[config.mk]
export PLATFORM = sky130hd
export DESIGN_NAME = nibble_add_sequencer_flat
export DESIGN_NICKNAME = d
export VERILOG_FILES = /design/src/rtl/nibble_add_sequencer_if.sv /design/src/rtl/nibble_add_sequencer.sv /design/src/flat_wrapper.sv
export SDC_FILE = /design/constraint.sdc
export NUM_CORES = 1
export LEC_CHECK = 0
export BUFFER_PORTS_ARGS = -buffer_cell sky130_fd_sc_hd__buf_2
export CORE_MARGIN = 2
export CORE_UTILIZATION = 58
export CTS_BUF_LIST = sky130_fd_sc_hd__clkbuf_2 sky130_fd_sc_hd__clkbuf_4 sky130_fd_sc_hd__clkbuf_8
export CTS_CLUSTER_DIAMETER = 80
export DETAILED_ROUTE_END_ITERATION = 10
export GPL_ROUTABILITY_DRIVEN = 0
export PLACE_DENSITY = 0.89
export RECOVER_POWER = 100
export SYNTH_ARGS = -nofsm -noshare
export SYNTH_HDL_FRONTEND = slang
export SYNTH_SLANG_ARGS = --single-unit
[constraint.sdc]
create_clock -name clk -period 4.6 [get_ports clk]
set_clock_uncertainty 0.05 [all_clocks]
set_input_delay 0.69 -clock clk [delete_from_list [all_inputs] [get_ports clk]]
set_output_delay 0.69 -clock clk [all_outputs]
set_load 0.02 [all_outputs]
[src/rtl/nibble_add_sequencer_if.sv]
// Operand/result handshake bundle for nibble_add_sequencer.
// The op_sub signal exists only when NAS_SUB_EN is defined.
interface nibble_add_sequencer_if #(parameter int WIDTH = 16);
    logic             in_valid;
    logic             in_ready;
    logic [WIDTH-1:0] in_a;
    logic [WIDTH-1:0] in_b;
    logic             in_cin;
`ifdef NAS_SUB_EN
    logic             op_sub;
`endif
    logic             out_valid;
    logic             out_ready;
    logic [WIDTH-1:0] out_sum;
    logic             out_cout;

`ifdef NAS_SUB_EN
    modport slave  (input  in_valid, in_a, in_b, in_cin, op_sub, out_ready,
                    output in_ready, out_valid, out_sum, out_cout);
    modport master (output in_valid, in_a, in_b, in_cin, op_sub, out_ready,
                    input  in_ready, out_valid, out_sum, out_cout);
`else
    modport slave  (input  in_valid, in_a, in_b, in_cin, out_ready,
                    output in_ready, out_valid, out_sum, out_cout);
    modport master (output in_valid, in_a, in_b, in_cin, out_ready,
                    input  in_ready, out_valid, out_sum, out_cout);
`endif
endinterface

[src/rtl/nibble_add_sequencer.sv]
// WIDTH-bit adder built by time-sharing one external 4-bit full adder,
// LSB nibble first, with the carry held in a register between passes.
// Optional feature: NAS_SUB_EN adds op_sub (A-B via ~B and carry-in 1).
module nibble_add_sequencer #(
    parameter int WIDTH = 16
) (
    input  logic                  clk,
    input  logic                  rst,
    nibble_add_sequencer_if.slave bus,
    output logic [3:0]            adder_a,
    output logic [3:0]            adder_b,
    output logic                  adder_cin,
    input  logic [3:0]            adder_sum,
    input  logic                  adder_cout,
    output logic                  busy
);
    localparam int NIB = WIDTH / 4;
    localparam int KW  = (NIB > 1) ? $clog2(NIB) : 1;
    localparam logic [KW-1:0] K_LAST = KW'(NIB - 1);

    localparam logic [1:0] S_IDLE = 2'd0;
    localparam logic [1:0] S_RUN  = 2'd1;
    localparam logic [1:0] S_DONE = 2'd2;

    logic [1:0]       state;
    logic [KW-1:0]    k;
    logic             carry;
    logic [WIDTH-1:0] a_reg;
    logic [WIDTH-1:0] b_reg;
    logic [WIDTH-1:0] sum_reg;
    logic             cout_reg;
    logic             sub;
    logic             accept;

`ifdef NAS_SUB_EN
    assign sub = bus.op_sub;
`else
    assign sub = 1'b0;
`endif

    // in_ready is suppressed while rst is held so nothing looks accepted during reset
    assign bus.in_ready  = (state == S_IDLE) && !rst;
    assign bus.out_valid = (state == S_DONE);
    assign bus.out_sum   = sum_reg;
    assign bus.out_cout  = cout_reg;
    assign busy          = (state != S_IDLE);
    assign accept        = bus.in_valid && bus.in_ready;

    // Sequencer: latch operands, step one nibble per cycle, hold result until taken
    always_ff @(posedge clk) begin
        if (rst) begin
            state    <= S_IDLE;
            k        <= '0;
            carry    <= 1'b0;
            a_reg    <= '0;
            b_reg    <= '0;
            sum_reg  <= '0;
            cout_reg <= 1'b0;
        end else begin
            case (state)
                S_IDLE: begin
                    if (accept) begin
                        // Subtraction is folded in here: store ~B and force carry-in to 1
                        a_reg <= bus.in_a;
                        b_reg <= sub ? ~bus.in_b : bus.in_b;
                        carry <= sub ? 1'b1 : bus.in_cin;
                        k     <= '0;
                        state <= S_RUN;
                    end
                end
                S_RUN: begin
                    sum_reg[{k, 2'b00} +: 4] <= adder_sum;
                    carry                    <= adder_cout;
                    if (k == K_LAST) begin
                        cout_reg <= adder_cout;
                        k        <= '0;
                        state    <= S_DONE;
                    end else begin
                        k <= k + 1'b1;
                    end
                end
                S_DONE: begin
                    if (bus.out_ready) state <= S_IDLE;
                end
                default: state <= S_IDLE;
            endcase
        end
    end

    // Adder operands come from registers only and are zeroed outside RUN
    always_comb begin
        adder_a   = 4'd0;
        adder_b   = 4'd0;
        adder_cin = 1'b0;
        if (state == S_RUN) begin
            adder_a   = a_reg[{k, 2'b00} +: 4];
            adder_b   = b_reg[{k, 2'b00} +: 4];
            adder_cin = carry;
        end
    end
endmodule

[src/flat_wrapper.sv]
// flat-port wrapper written by rule: the top's interface ports become plain ports
module nibble_add_sequencer_flat 
#(
    parameter int WIDTH = 16
)
  (clk, rst, adder_a, adder_b, adder_cin, adder_sum, adder_cout, busy, bus_in_valid, bus_in_a, bus_in_b, bus_in_cin, bus_out_ready, bus_in_ready, bus_out_valid, bus_out_sum, bus_out_cout);
  nibble_add_sequencer_if #(.WIDTH(WIDTH)) bus_i ();
  input  logic clk;
  input  logic rst;
  output logic [3:0] adder_a;
  output logic [3:0] adder_b;
  output logic adder_cin;
  input  logic [3:0] adder_sum;
  input  logic adder_cout;
  output logic busy;
  input wire logic [$bits(bus_i.in_valid)-1:0] bus_in_valid;
  input wire logic [$bits(bus_i.in_a)-1:0] bus_in_a;
  input wire logic [$bits(bus_i.in_b)-1:0] bus_in_b;
  input wire logic [$bits(bus_i.in_cin)-1:0] bus_in_cin;
  input wire logic [$bits(bus_i.out_ready)-1:0] bus_out_ready;
  output wire logic [$bits(bus_i.in_ready)-1:0] bus_in_ready;
  output wire logic [$bits(bus_i.out_valid)-1:0] bus_out_valid;
  output wire logic [$bits(bus_i.out_sum)-1:0] bus_out_sum;
  output wire logic [$bits(bus_i.out_cout)-1:0] bus_out_cout;
  assign bus_i.in_valid = bus_in_valid;
  assign bus_i.in_a = bus_in_a;
  assign bus_i.in_b = bus_in_b;
  assign bus_i.in_cin = bus_in_cin;
  assign bus_i.out_ready = bus_out_ready;
  assign bus_in_ready = bus_i.in_ready;
  assign bus_out_valid = bus_i.out_valid;
  assign bus_out_sum = bus_i.out_sum;
  assign bus_out_cout = bus_i.out_cout;
  nibble_add_sequencer #(.WIDTH(WIDTH)) u_core (.clk(clk), .rst(rst), .bus(bus_i), .adder_a(adder_a), .adder_b(adder_b), .adder_cin(adder_cin), .adder_sum(adder_sum), .adder_cout(adder_cout), .busy(busy));
endmodule
==> results_dict.tcl <==
set metrics [dict create \
    status "finished with violations" \
    violations "capacitance limit, slew limit" \
    synthToLayoutAreaGrowth_pct 13.3 \
    io_buffer_count 70 \
    die_height_um 70.0 \
    dieArea_mm2 0.00490 \
    p_switching_mw 0.218 \
    worst_pin_slew_ns 1.97 \
    path_buf_inv 2 \
    synth_area_leader_cell "dfxtp_1" \
    syn_inst 271 \
    synth_edf_count 0 \
    crit_type "input pin to register" \
    hold_buffers 0 \
    hp-class "register to register" \
    cts_num_sinks 54 \
    ys_async_sr_fraction 0 \
    worst-endpoint-required_ns 4.65 \
    ios 71 \
    synth_common_cells "54 x dfxtp_1, 39 x nand2b_1, 38 x nand2_1, 32 x o21ai_0" \
    grt_pass1_wl_mm 8.05 \
    synth_nets 319 \
    post-cts-setup-buffers 0 \
    core_area_mm2 0.00409 \
    drtAntennaViolNets 0 \
    finalWirelength_mm 4.89 \
    internal_power_mw 0.662 \
    drive_above_1_share 0.164 \
    synth-seq-area-share 0.428 \
    dr.first_iter.drc_count 124 \
    critPathSlowestCell "clkbuf_1" \
    start_kind "input pin" \
    powerDensity_mw_per_mm2 308 \
    yosysUniqueCellTypes 35 \
    synth_ff_type "dfxtp_1" \
    drc 0 \
    via_per_inst 5.35 \
    clk_pin_slew_worst_paths_ns 0.09 \
    cts_max_level 2 \
    wire_per_inst_um 12.9 \
    path_depth 5 \
    grt_max_degree 66 \
    synth_area_mm2 0.00252 \
    postSynthAreaPerCell_um2 9.32 \
    cts_resized 0 \
    irDropWorstVdd_uv 175 \
    antenna_cells 0 \
    dp_hpwl_mm 3.34 \
    cts_buffers 5 \
    yosysWarnings 0 \
    grt_pass1_vias 1850 \
    timing.slew.headroom -0.310 \
    worstSetupEndpointType "register" \
    slew_violations 60 \
    num_vias 2029 \
    rows 23 \
    p_total_mw 0.880 \
    tns_ns 0 \
    clk_latency_ns 0.29 \
    antenna_found_initial 0 \
    min_path_cells 2 \
    cpPeakStageDelay_ns 1.37 \
    clk_path_buf_depth 2 \
    die_x_um 70.0 \
    swShare 0.247 \
    clkPwrFrac 0.292 \
    final_net_count 377 \
    rsz0062_at_grt "false" \
    cpLargestDelayFamily "buffers and inverters" \
    finalSetupViolCount 0 \
    cts_tree "yes" \
    post-synth-top-area-fraction 0.428 \
    cts-root-buf "clkbuf_8" \
    crit_path_cell_trace "clkbuf_1 > nor4b_1 > clkbuf_2 > nor3_1 > nor4_1" \
    r2r_cells 5 \
    first_pass_iters 4 \
    min_period_ns 3.22 \
    fmax_mhz 311 \
    crit_arrival_ns 3.27 \
    finish.utilization 0.700 \
    ys_ff_latch 54 \
    synthTopCellsByArea "dfxtp_1 43%, nand2b_1 9.7%, mux4_1 7.3%, o21ai_0 6.3%, nand2_1 5.6%" \
    path_max_fanout 65 \
    overflow 0 \
    initial_core_util 0.618 \
    p_leak_nw 1.10 \
    p_seq_frac 0.581 \
    synth_most_common_cell "dfxtp_1" \
    period_share 0.700 \
    hold_viol_final 0 \
    grt_use_total 0.202 \
    power.share.combinational 0.127 \
    maxCapViolCount 1 \
]
-- per-stage QoR --
step / hold slack, ns / setup WS (ns) / instances / cell area (um2)
after floorplan: 0.394 / 2.44 / 271 / 2520
after global placement: 0.387 / 2.06 / 372 / 2830
after detailed placement: 0.392 / 2.01 / 372 / 2830
after CTS: 0.402 / 1.67 / 379 / 2910
after global routing: 0.422 / 1.06 / 379 / 2860
final: 0.403 / 1.38 / 379 / 2860
-- metal layers --
layer / share of wire / wire, um / vias to the layer above / GRT usage
li1: - / - / 1042 / -
met2: 0.48 / 2340 / 69 / 0.340
met5: 0 / 0 / - / 0
met4: 0.0082 / 40 / 0 / 0.0684
met3: 0.060 / 294 / 4 / 0.0563
met1: 0.45 / 2220 / 914 / 0.249
-- cell usage in the layout (no fill, tap or decap), types with 3 or more instances in the layout --
master    instances
dfxtp_1          54
buf_2            41
nand2b_1         39
nand2_1          38
o21ai_0          32
clkbuf_1         29
inv_1            10
and2_1            9
a21oi_1           8
mux4_1            7
o32ai_1           7
nor2_1            6
ha_1              6
nand3_1           5
clkbuf_8          5
a22o_1            4
nor4b_1           3
-- power by group through the flow --
stage	Combinational [mW]	Sequential [mW]	Clock, mW
after detailed placement	0.114	0.522	0
after global placement	0.111	0.521	0
after CTS	0.115	0.512	0.262
final	0.112	0.511	0.256
after global routing	0.126	0.515	0.282
after floorplan	0.0873	0.514	0
-- cell families (layout without fill, tap and decap cells) --
family / count (synthesis) / count (layout) / synth area share
adders and majority gates: 6 / 6 / 0.0297
muxes: 10 / 10 / 0.0897
and+or+nand+nor: 119 / 119 / 0.269
AOI/OAI and AO/OA: 52 / 52 / 0.120
DFF: 54 / 54 / 0.428
buffers and inverters: 30 / 88 / 0.0634
-- layout make-up --
| type | count | area [um2] |
|---|---|---|
| multi-input cells | 187 | 1280 |
| flip-flops and latches | 54 | 1080 |
| repair buffers | 71 | 319 |
| fillers | 367 | 1230 |
| clock buffers | 7 | 83.8 |
| inverters | 10 | 37.5 |
| well taps | 50 | 62.6 |
-- tightest hold or removal path, stage by stage, from the launching register on --
cell,delay (ns)
dfxtp_1,0.32
nand2_1,0.05
a21oi_1,0.05
-- path summary, 6_finish.rpt --
| check | start | end | slack [ns] |
|---|---|---|---|
| hold reg to reg | u_core.bus.out_sum[12] | u_core.bus.out_sum[12] | 0.40 |
| setup / recovery | rst | u_core.carry | 1.38 |
| setup reg to reg | u_core.k[0] | u_core.bus.out_sum[7] | 1.99 |
| hold / removal | u_core.bus.out_sum[12] | u_core.bus.out_sum[12] | 0.40 |
Power figures use the tool's default switching activity.
